==> config.mk <==
export PLATFORM = sky130hd
export DESIGN_NAME = vx_perf_snapshot_ctrl
export DESIGN_NICKNAME = d
export VERILOG_FILES = /design/src/rtl/vx_perf_snapshot_ctrl.sv
export SDC_FILE = /design/constraint.sdc
export NUM_CORES = 1
export LEC_CHECK = 0
export ABC_AREA = 1
export CAP_MARGIN = 15
export CELL_PAD_IN_SITES_DETAIL_PLACEMENT = 1
export CELL_PAD_IN_SITES_GLOBAL_PLACEMENT = 1
export CORE_AREA = 2 2 438 440
export CTS_BUF_LIST = sky130_fd_sc_hd__clkbuf_4
export DETAILED_ROUTE_END_ITERATION = 10
export DIE_AREA = 0 0 440 442
export DONT_BUFFER_PORTS = 1
export PLACE_DENSITY_LB_ADDON = 0.08
export SETUP_SLACK_MARGIN = 0.4
export SLEW_MARGIN = 0
export SYNTH_ARGS = -nofsm -noshare
export SYNTH_HDL_FRONTEND = slang
export SYNTH_SLANG_ARGS = --single-unit
==> constraint.sdc <==
create_clock -name clk -period 32.9 [get_ports clk]
set_input_delay 9.87 -clock clk [delete_from_list [all_inputs] [get_ports clk]]
set_output_delay 9.87 -clock clk [all_outputs]
set_load 0.005 [all_outputs]
==> src/rtl/vx_perf_snapshot_ctrl.sv <==
// Performance-counter snapshot sequencer: coherent one-cycle capture of a counter range into a
// shadow bank, then streamed out as OUT_W-bit words over valid/ready, lowest counter/word first.
module vx_perf_snapshot_ctrl #(
    parameter  int unsigned NUM_CTRS = 24,
    parameter  int unsigned CTR_W    = 44,
    parameter  int unsigned OUT_W    = 32,
    localparam int unsigned ID_W     = (NUM_CTRS > 1) ? $clog2(NUM_CTRS) : 1,
    localparam int unsigned WPC      = (CTR_W + OUT_W - 1) / OUT_W,
    localparam int unsigned WSEL_W   = (WPC > 1) ? $clog2(WPC) : 1
) (
    input  logic                      clk,
    input  logic                      reset_n,
    input  logic [NUM_CTRS*CTR_W-1:0] ctrs_in,
    input  logic                      snap_req,
    input  logic [ID_W-1:0]           snap_first,
    input  logic [ID_W:0]             snap_count,
    input  logic                      abort,
    output logic                      snap_ack,
    output logic                      snap_err,
    output logic                      busy,
    output logic                      out_valid,
    input  logic                      out_ready,
    output logic [OUT_W-1:0]          out_data,
    output logic [ID_W-1:0]           out_idx,
    output logic [WSEL_W-1:0]         out_wsel,
    output logic                      out_last
);

    typedef enum logic [1:0] {
        S_IDLE,
        S_CAPTURE,
        S_STREAM
    } state_t;

    state_t              state_q, state_d;
    logic [ID_W-1:0]     idx_q;
    logic [ID_W-1:0]     last_idx_q;
    logic [WSEL_W-1:0]   wsel_q;
    logic [CTR_W-1:0]    shadow [NUM_CTRS];
    logic [ID_W+1:0]     range_end;
    logic                range_ok;
    logic                accept;
    logic                handshake;
    logic                wsel_end;
    logic [WPC*OUT_W-1:0] padded;

    // Widened so first+count cannot wrap before the bound check.
    assign range_end = (ID_W+2)'(snap_first) + (ID_W+2)'(snap_count);
    assign range_ok  = (snap_count != '0) && (range_end <= (ID_W+2)'(NUM_CTRS));
    assign accept    = (state_q == S_IDLE) && snap_req && range_ok;
    assign handshake = (state_q == S_STREAM) && out_ready;
    assign wsel_end  = (wsel_q == WSEL_W'(WPC - 1));

    always_comb begin
        state_d = state_q;
        case (state_q)
            S_IDLE:    if (accept) state_d = S_CAPTURE;
            S_CAPTURE: state_d = abort ? S_IDLE : S_STREAM;
            S_STREAM:  if (abort || (handshake && out_last)) state_d = S_IDLE;
            default:   state_d = S_IDLE;
        endcase
    end

    always_ff @(posedge clk or negedge reset_n) begin
        if (!reset_n) begin
            state_q    <= S_IDLE;
            idx_q      <= '0;
            wsel_q     <= '0;
            last_idx_q <= '0;
            snap_err   <= 1'b0;
        end else begin
            state_q  <= state_d;
            snap_err <= (state_q == S_IDLE) && snap_req && !range_ok;
            if (accept) begin
                idx_q      <= snap_first;
                wsel_q     <= '0;
                last_idx_q <= ID_W'(range_end - 1'b1);
            end else if (state_d == S_IDLE) begin
                idx_q  <= '0;
                wsel_q <= '0;
            end else if (handshake) begin
                if (wsel_end) begin
                    wsel_q <= '0;
                    idx_q  <= idx_q + 1'b1;
                end else begin
                    wsel_q <= wsel_q + 1'b1;
                end
            end
        end
    end

    // Shadow bank is never observable outside STREAM, so it carries no reset.
    always_ff @(posedge clk) begin
        if (state_q == S_CAPTURE) begin
            for (int unsigned i = 0; i < NUM_CTRS; i++) begin
                shadow[i] <= ctrs_in[i*CTR_W +: CTR_W];
            end
        end
    end

    always_comb begin
        padded            = '0;
        padded[CTR_W-1:0] = shadow[idx_q];
        out_data          = '0;
        if (state_q == S_STREAM) out_data = padded[wsel_q*OUT_W +: OUT_W];
    end

    assign snap_ack  = (state_q == S_CAPTURE);
    assign busy      = (state_q == S_CAPTURE) || (state_q == S_STREAM);
    assign out_valid = (state_q == S_STREAM);
    assign out_idx   = idx_q;
    assign out_wsel  = wsel_q;
    assign out_last  = (state_q == S_STREAM) && (idx_q == last_idx_q) && wsel_end;

endmodule

==> results_dict.tcl <==
set metrics [dict create \
    holdPathStages 2 \
    status "completed" \
    grt_usage_pct 20.2 \
    maxSlewViolCount 0 \
    powerDensity_mw_per_mm2 96.9 \
    yosysWarnings 0 \
    path_max_fanout 85 \
    antenna_found_initial 325 \
    worstPathArrival_ns 5.86 \
    hold_class "register to register" \
    place_area_mm2 0.0447 \
    h-tree-depth 5 \
    yosysSeqAreaShare_pct 76.0 \
    cts-root-buf "clkbuf_4" \
    core_mm2 0.190 \
    dp_cells 5385 \
    drc 0 \
    netlist_area_mm2 0.0422 \
    worst_ep_required_time_ns 23.03 \
    seqCellArea_mm2 0.0321 \
    post-route-period-util_pct 47.8 \
    yosysUniqueCellTypes 33 \
    grt_pass1_vias 29830 \
    hold_viol_final 0 \
    nets 4292 \
    crit_chain "inv_8 > buf_4 > buf_4 > o21ai_0 > o221ai_1 > nand3_1 > and3_1 > a21oi_1" \
    cts_max_path_buffers 4 \
    post_cts_buffers 0 \
    grt_overflow 0 \
    worst_pin_slew_ns 1.14 \
    insertion_delay_ns 1.37 \
    cts_buffers 331 \
    r2r_cells 6 \
    synth_cells 3063 \
    netlist_top_cells_area "edfxtp_1 (75%), o21ai_0 (6.3%), nor2_1 (4.8%)" \
    clock-sinks 1070 \
    synth-seq-cells 1070 \
    first_pass_iters 7 \
    cts.clk_slew.worst_paths_ns 0.06 \
    rsz0062_at_grt "false" \
    leakagePower_nw 15.6 \
    tritoncts "yes" \
    drt_iter0_drc 2229 \
    layout.cells.non_filler 6007 \
    worst_clock_skew_ns 0.123 \
    routed_wl_mm 202 \
    dieArea_mm2 0.194 \
    initial_utilization_pct 22.2 \
    die_h_um 442 \
    grt_max_degree 191 \
    ctsResizeCount 0 \
    cp_common_cell "buf_4" \
    hold_slack_ns 0.493 \
    antenna_left 0 \
    wl_per_cell_um 33.7 \
    crit_path_top_delay_cell "dfrtp_4" \
    drv_cap 0 \
    place_ws_ns 18.31 \
    avgSynthCellArea_um2 13.8 \
    area_delta_synth_final_pct 15.7 \
    critPathLaunchType "register" \
    num_vias 29202 \
    rows 160 \
    gp_congestion 0.856 \
    io_pins 1115 \
    fin_area_mm2 0.0488 \
    hold_buffers 0 \
    drive_gt1_share_pct 15.6 \
    die_x_um 440 \
    layout_setup_ws_ns 17.17 \
    dp_hpwl_mm 143 \
    synth_nets 4148 \
    yosysTopAreaCell "edfxtp_1" \
    critical_path_class "register to primary output" \
    slowest_delay_ns 0.79 \
    grt_pass1_wl_mm 267 \
    finalSetupTns_ns 0 \
    post_drt_via_cell_ratio 4.86 \
    ir_drop_mv 0.105 \
    multi_input_area_mm2 0.00898 \
    fillCellCount 20631 \
    synth_top_area_share_pct 75.2 \
    fin_crit_ns 15.73 \
    slew_headroom_pct 24.1 \
    fmax_mhz 63.6 \
    io_buffers 0 \
    setup.worst_path.end_class "primary output" \
    finalSetupViolations 0 \
]
-- cell families after synthesis --
kind of cell	Yosys count	synth area share, %
XOR/XNOR	3	0.0623
AND/OR/NAND/NOR	789	7.43
buffers and inverters	263	2.71
adder cells (fa/ha/maj)	13	0.404
flip-flops	1070	76.0
AO/OA/AOI/OAI	925	13.4
-- final timing paths --
check | from | to | slack, ns
max | out_idx[1] | out_data[8] | 17.17
min | last_idx_q[0] | last_idx_q[0] | 0.49
max reg2reg | state_q[1] | shadow[6][3] | 28.04
min reg2reg | last_idx_q[0] | last_idx_q[0] | 0.49
max in group asynchronous | reset_n | last_idx_q[2] | 24.48
min in group asynchronous | reset_n | snap_err | 8.29
-- worst max-delay path, delay by kind of cell, from the launching register on --
kind / cells / cell delay, ns
simple gates: 2 / 0.60
buf+inv: 3 / 1.91
flops: 1 / 0.79
compound gates: 3 / 1.09
-- through the flow --
step / power, mW / utilization [%]
5_1_grt: 5.01 / 25.7
2_1_floorplan: 3.17 / -
3_5_place_dp: 3.51 / 23.6
4_1_cts: 4.83 / 25.6
6_report: 4.73 / 25.7
3_3_place_gp: 3.49 / 23.6
-- final cells by class --
cell class	count	share of cell area (%)
Multi-Input combinational cell	1730	18.4
Clock inverter	78	0.831
Inverter	34	0.323
Timing Repair Buffer	40	0.769
Clock buffer	457	7.03
Tap cell	2511	6.44
Antenna cell	87	0.446
Sequential cell	1070	65.8
-- cell usage after synthesis, drive strengths merged --
library cell,n
o221ai,194
nor2,544
and2,1
nand3b,1
or2,1
o22ai,70
and3,8
fa,1
clkinv,1
nand3,75
xor2,3
ha,12
o21ai,538
nand4,1
dfrtp,14
a32oi,1
buf,85
inv,33
o211ai,70
a21oi,47
clkbuf,144
a31oi,5
nand2,158
edfxtp,1056
-- registers in the layout, indices dropped and copies added (netlist names) --
register,flops
out_idx,5
snap_err,1
state_q,2
shadow,1056
out_wsel,1
last_idx_q,5
-- metal layers --
layer  vias up  track usage, %  share of wire (%)
li1      12223               -                  -
met4       140            7.35                4.1
met3       796            7.74                8.1
met2      1559            35.3                 50
met5         -               0               0.45
met1     14484            21.9                 37
-- power breakdown --
group          internal, mW  switching (mW)  total (mW)
logic                 0.269            1.08        1.35
registers              1.96           0.129        2.09
clock network         0.664           0.615        1.28
-- layout by cell type, fill, tap and decap left out, types with 2 or more instances in the layout --
master	count
a21oi_1	47
a31oi_1	5
and3_1	8
buf_12	6
buf_4	34
bufinv_16	4
clkbuf_4	457
clkinv_1	68
clkinv_2	7
dfrtp_1	9
dfrtp_4	5
diode_2	87
edfxtp_1	1056
ha_1	11
inv_1	27
inv_2	3
nand2_1	151
nand2_2	7
nand3_1	73
nand3_4	2
nor2_1	542
o211ai_1	70
o21ai_0	532
o21ai_1	6
o221ai_1	194
o22ai_1	70
xor2_1	3
Power figures use the tool's default switching activity.
